--- config.mk ---
export PLATFORM = sky130hd
export DESIGN_NAME = sat_counter
export DESIGN_NICKNAME = d
export VERILOG_FILES = /design/src/rtl/proc_run_checker_sat_counter.sv
export SDC_FILE = /design/constraint.sdc
export NUM_CORES = 1
export LEC_CHECK = 0
export ABC_AREA = 1
export ABC_CLOCK_PERIOD_IN_PS = 2500
export BUFFER_PORTS_ARGS = -buffer_cell sky130_fd_sc_hd__buf_2
export CAP_MARGIN = 30
export CORE_MARGIN = 3
export CORE_UTILIZATION = 30
export DETAILED_ROUTE_END_ITERATION = 8
export GPL_TIMING_DRIVEN = 1
export REMOVE_ABC_BUFFERS = 1
export SLEW_MARGIN = 20
export SYNTH_ARGS = -nofsm -noshare
export SYNTH_HDL_FRONTEND = slang
export SYNTH_SLANG_ARGS = --single-unit
--- constraint.sdc ---
create_clock -name clock -period 2.5 [get_ports clock]
set_clock_uncertainty 0.1 [all_clocks]
set_input_delay 0.25 -clock clock [delete_from_list [all_inputs] [get_ports clock]]
set_output_delay 0.25 -clock clock [all_outputs]
set_load 0.03 [all_outputs]
--- src/rtl/proc_run_checker_sat_counter.sv ---
// sat_counter: W-bit event counter that sticks at all-ones instead of wrapping.
`default_nettype none

module sat_counter #(
    parameter int W = 16
) (
    input  logic         clock,
    input  logic         reset,
    input  logic         clr,
    input  logic         inc,
    output logic [W-1:0] q
);

    always_ff @(posedge clock) begin
        if (reset || clr) begin
            q <= '0;
        end else if (inc && (q != {W{1'b1}})) begin
            q <= q + W'(1);
        end
    end

endmodule

`default_nettype wire

# == Word-level counts from Yosys, hierarchy flattened ==
# Index checks and enable logic that the tools add are counted.
# word_totals
word_cells,5
input_bits,4
output_inout_bits,16
register_bits,16
# op_classes
reduce_logical,2
addsub,1
eq_ne,1
# ops
op,count
$add 16x1->16 const B,1
$ne 16x16->1 const B,1
$logic_and 1x1->1,1
$logic_or 1x1->1,1

# == Logic depth before layout (Yosys ltp) ==
# logic_depth
depth_word,2
depth_mapped,9
mapped_depth_nobuf,9

# == Worst setup path after synthesis ==
# Ideal clock, no wire load.
# synth_path
path_kind,flip-flop to flip-flop
start,register q[1]
end,register q[13]
path_buffers,1
setup_time_ns,0.116
t_arrival_ns,1.478
t_required_ns,2.284
setup_slack_ns,0.806
path_stages_with_launch,8
period_less_slack_ns,1.694
cell_sequence,dfxtp_1 > ha_1 > nand2_1 > nor2_2 > nand4_2 > buf_6 > a21oi_1 > nor2_1
# synth_between
elab_chain_cells,2
elab_cells_between_ends,3
cone_classes,add/sub (1); eq/ne (1); reduce/logical (1)
# synth_rtl
item,line,source
"start, declared",11,output logic [W-1:0] q
"start signal, assigned",18,q <= q + W'(1);
"parallel branches: the longest is 2 deep, another holds $add 16x1->16",n/a,
# Parallel ways; which one is timed is not known.
# A chain may end at the register's enable or synchronous reset.

# == Final worst setup path ==
# layout_path
start,register q[0]
end,register q[9]
# Same word-level chain as after synthesis.

==> impl_metrics.py <==
metrics = {
    "status": {
        "status": "finished clean",
    },
    "sta": {
        "period_needed_ps": 1630,
        "maxSlewViolCount": 0,
        "setup_tns_ps": 0,
        "fmax_mhz": 612,
        "slew_headroom_pct": 76.2,
        "hold_viol_final": 0,
        "finalWorstSetupSlack_ps": 865,
        "rsz0062_at_grt": "false",
        "worst_pin_slew_ps": 355,
        "period_share_pct": 65.4,
        "setup_violations": 0,
    },
    "logic_synthesis": {
        "ys_seq_area_share_pct": 33.7,
        "synthesis.area_sq_um": 951,
        "ys_seq_elements": 16,
        "yosys_warnings": 0,
        "syn_area_per_cell_sq_um": 6.38,
        "synth_cell_types": 21,
        "synthCells": 149,
    },
    "cells_and_area": {
        "largest_register": "q",
        "regArea_sq_um": 320,
        "largestRegisters": "q: 16 flops",
        "diodes": 0,
        "final_area_sq_um": 1120,
        "n_fill_cell": 332,
        "syn2layout_area_growth_pct": 18.2,
        "drive_gt1_share_pct": 22.2,
        "fin_nets": 177,
        "fin_util_pct": 39.1,
        "largest_reg_flops": 16,
        "multiInputGateArea_sq_um": 559,
    },
    "clock_network": {
        "cts.path.max_buffers": 2,
        "hold_buffers": 0,
        "cts_tree": "yes",
        "cts_resized": 0,
        "clk_latency_ps": 280,
        "cts.clk_slew.worst_paths_ps": 100,
        "cts_buffers": 3,
        "htree_levels": 1,
        "cts_setup_buffers": 0,
        "cts.sinks": 16,
        "cts-root-buf": "clkbuf_4",
    },
    "setup_path": {
        "startpoint_type": "flip-flop",
        "worstSetupPathType": "flip-flop to flip-flop",
        "worstPathArrival_ps": 1720,
        "worst-endpoint-required_ps": 2580,
        "critPathMaxFanout": 12,
        "cp-end-kind": "flip-flop",
    },
    "placement": {
        "place_area_sq_um": 1090,
        "dp_hpwl_microns": 1640,
        "pre_cts_ws_ps": 856,
        "portBuffers": 19,
        "gp_congestion": 0.802,
    },
    "run": {
        "cap_viol_max_count": 0,
    },
    "routing": {
        "wl_per_cell_microns": 9.86,
        "dr.pass1.iters": 4,
        "antenna_left": 0,
        "wirelength_microns": 2100,
        "drt_iter0_drc": 51,
        "vias": 967,
        "drc": 0,
        "viasPerCell": 4.54,
    },
    "pwr": {
        "combPwrFrac_pct": 5.6,
        "total_power_uw": 456,
        "ir_drop_v": 0.000210,
        "switching_share_pct": 22.4,
        "pwr-share-clk_pct": 37.8,
        "power_density_nw_per_um2": 405,
        "switchingPower_uw": 102,
        "intPower_uw": 354,
        "p_leak_nw": 0.462,
        "seqPwrFrac_pct": 56.6,
    },
    "grt": {
        "grt_use_total_pct": 11.7,
        "grt_pass1_wl_microns": 3800,
        "grt_max_degree": 17,
        "antenna_found_initial": 0,
        "grt_overflow": 0,
        "grt_pass1_vias": 846,
    },
    "floorplan": {
        "core_sq_um": 2880,
        "rows": 19,
        "io_pins": 20,
        "initial_core_util_pct": 33.1,
        "die-area_sq_um": 3880,
        "die_w_microns": 62.3,
        "chipHeight_microns": 62.3,
    },
    "worst_hold_path": {
        "hold_path_class": "input port to flip-flop",
    },
}
==> routing by layer <==
metal  part of all wire, %  vias to the layer above  track usage (%)
met4                   1.3                        0             4.96
met1                    49                      421             15.4
met5                     0                        -                0
met2                    44                       23             18.3
met3                   5.6                        2             2.88
li1                      -                      521                -
==> power by group through the flow <==
stage,Sequential [mW],Clock (mW),Combinational [mW]
global route,0.259,0.187,0.0286
finish,0.258,0.172,0.0254
CTS,0.258,0.183,0.0257
global placement,0.264,0,0.0253
detailed placement,0.264,0,0.0256
floorplan,0.267,0,0.0132
==> logic make-up (layout without fill, tap and decap cells) <==
logic type      after synthesis  after routing  synth area share (%)
compound gates               14             14                  8.03
fa+ha+maj                     1              1                  1.32
buf+inv                      16             38                  7.50
flops                        16             16                  33.7
simple gates                102            102                  49.5
==> cells in the final DEF, fill, tap and decap left out, types with 3 or more instances in the layout <==
master | netlist | routed
nand4_1 | 3 | 3
inv_1 | 12 | 12
nand2_1 | 38 | 38
nand3_1 | 14 | 14
dfxtp_1 | 16 | 16
buf_2 | 0 | 19
nand2_2 | 3 | 3
nor2_4 | 4 | 4
clkbuf_4 | 0 | 3
nor2_2 | 3 | 3
nor2_1 | 34 | 34
o21ai_0 | 3 | 3
a21oi_1 | 9 | 9
==> synthesized netlist by cell type <==
library cell / n / area share [%]
nand3_1: 14 / 7.4
a21oi_1: 9 / 4.7
nor2_1: 34 / 13
clkinv_1: 1 / 0.39
nand4_2: 1 / 1.3
nor2_4: 4 / 4.7
inv_2: 1 / 0.39
dfxtp_1: 16 / 34
buf_6: 1 / 1.2
o21ai_0: 3 / 1.6
nand4_1: 3 / 2.0
inv_1: 12 / 4.7
nand2_2: 3 / 2.0
ha_1: 1 / 1.3
buf_4: 1 / 0.79
a21boi_1: 1 / 0.79
nand2_4: 1 / 1.2
nor3_1: 1 / 0.53
nor2_2: 3 / 2.0
nand2_1: 38 / 15
o21ai_2: 1 / 0.92
==> stage by stage <==
step                hold slack, ps  instances
finish                         262        213
floorplan                      340        147
detailed placement             431        209
CTS                            246        213
global placement               410        209
global route                   286        213
==> worst max-delay path: stages (launching register included) <==
cell and delay [ps]:
dfxtp_1 400, ha_1 210, nand2_1 90, nor2_2 140
nand4_2 300, a21oi_1 240, nor2_1 60
==> path summary, 6_finish.rpt <==
path / startpoint / to / slack, ps / depth (start not counted)
max reg2reg: q[0]$_SDFFE_PP0P_ / q[9]$_SDFFE_PP0P_ / 870 / 6
max: q[0]$_SDFFE_PP0P_ / q[9]$_SDFFE_PP0P_ / 870 / 6
min reg2reg: q[5]$_SDFFE_PP0P_ / q[5]$_SDFFE_PP0P_ / 440 / 2
min: inc / q[11]$_SDFFE_PP0P_ / 260 / 4
==> final cells by class <==
type	instances	share of cell area, %
clock buffer	4	3.23
tap	42	4.68
multi-input combinational	117	49.8
timing repair buffer	20	9.13
sequential	16	28.5
inverter	14	4.68
(Power assumes the default switching activity.)
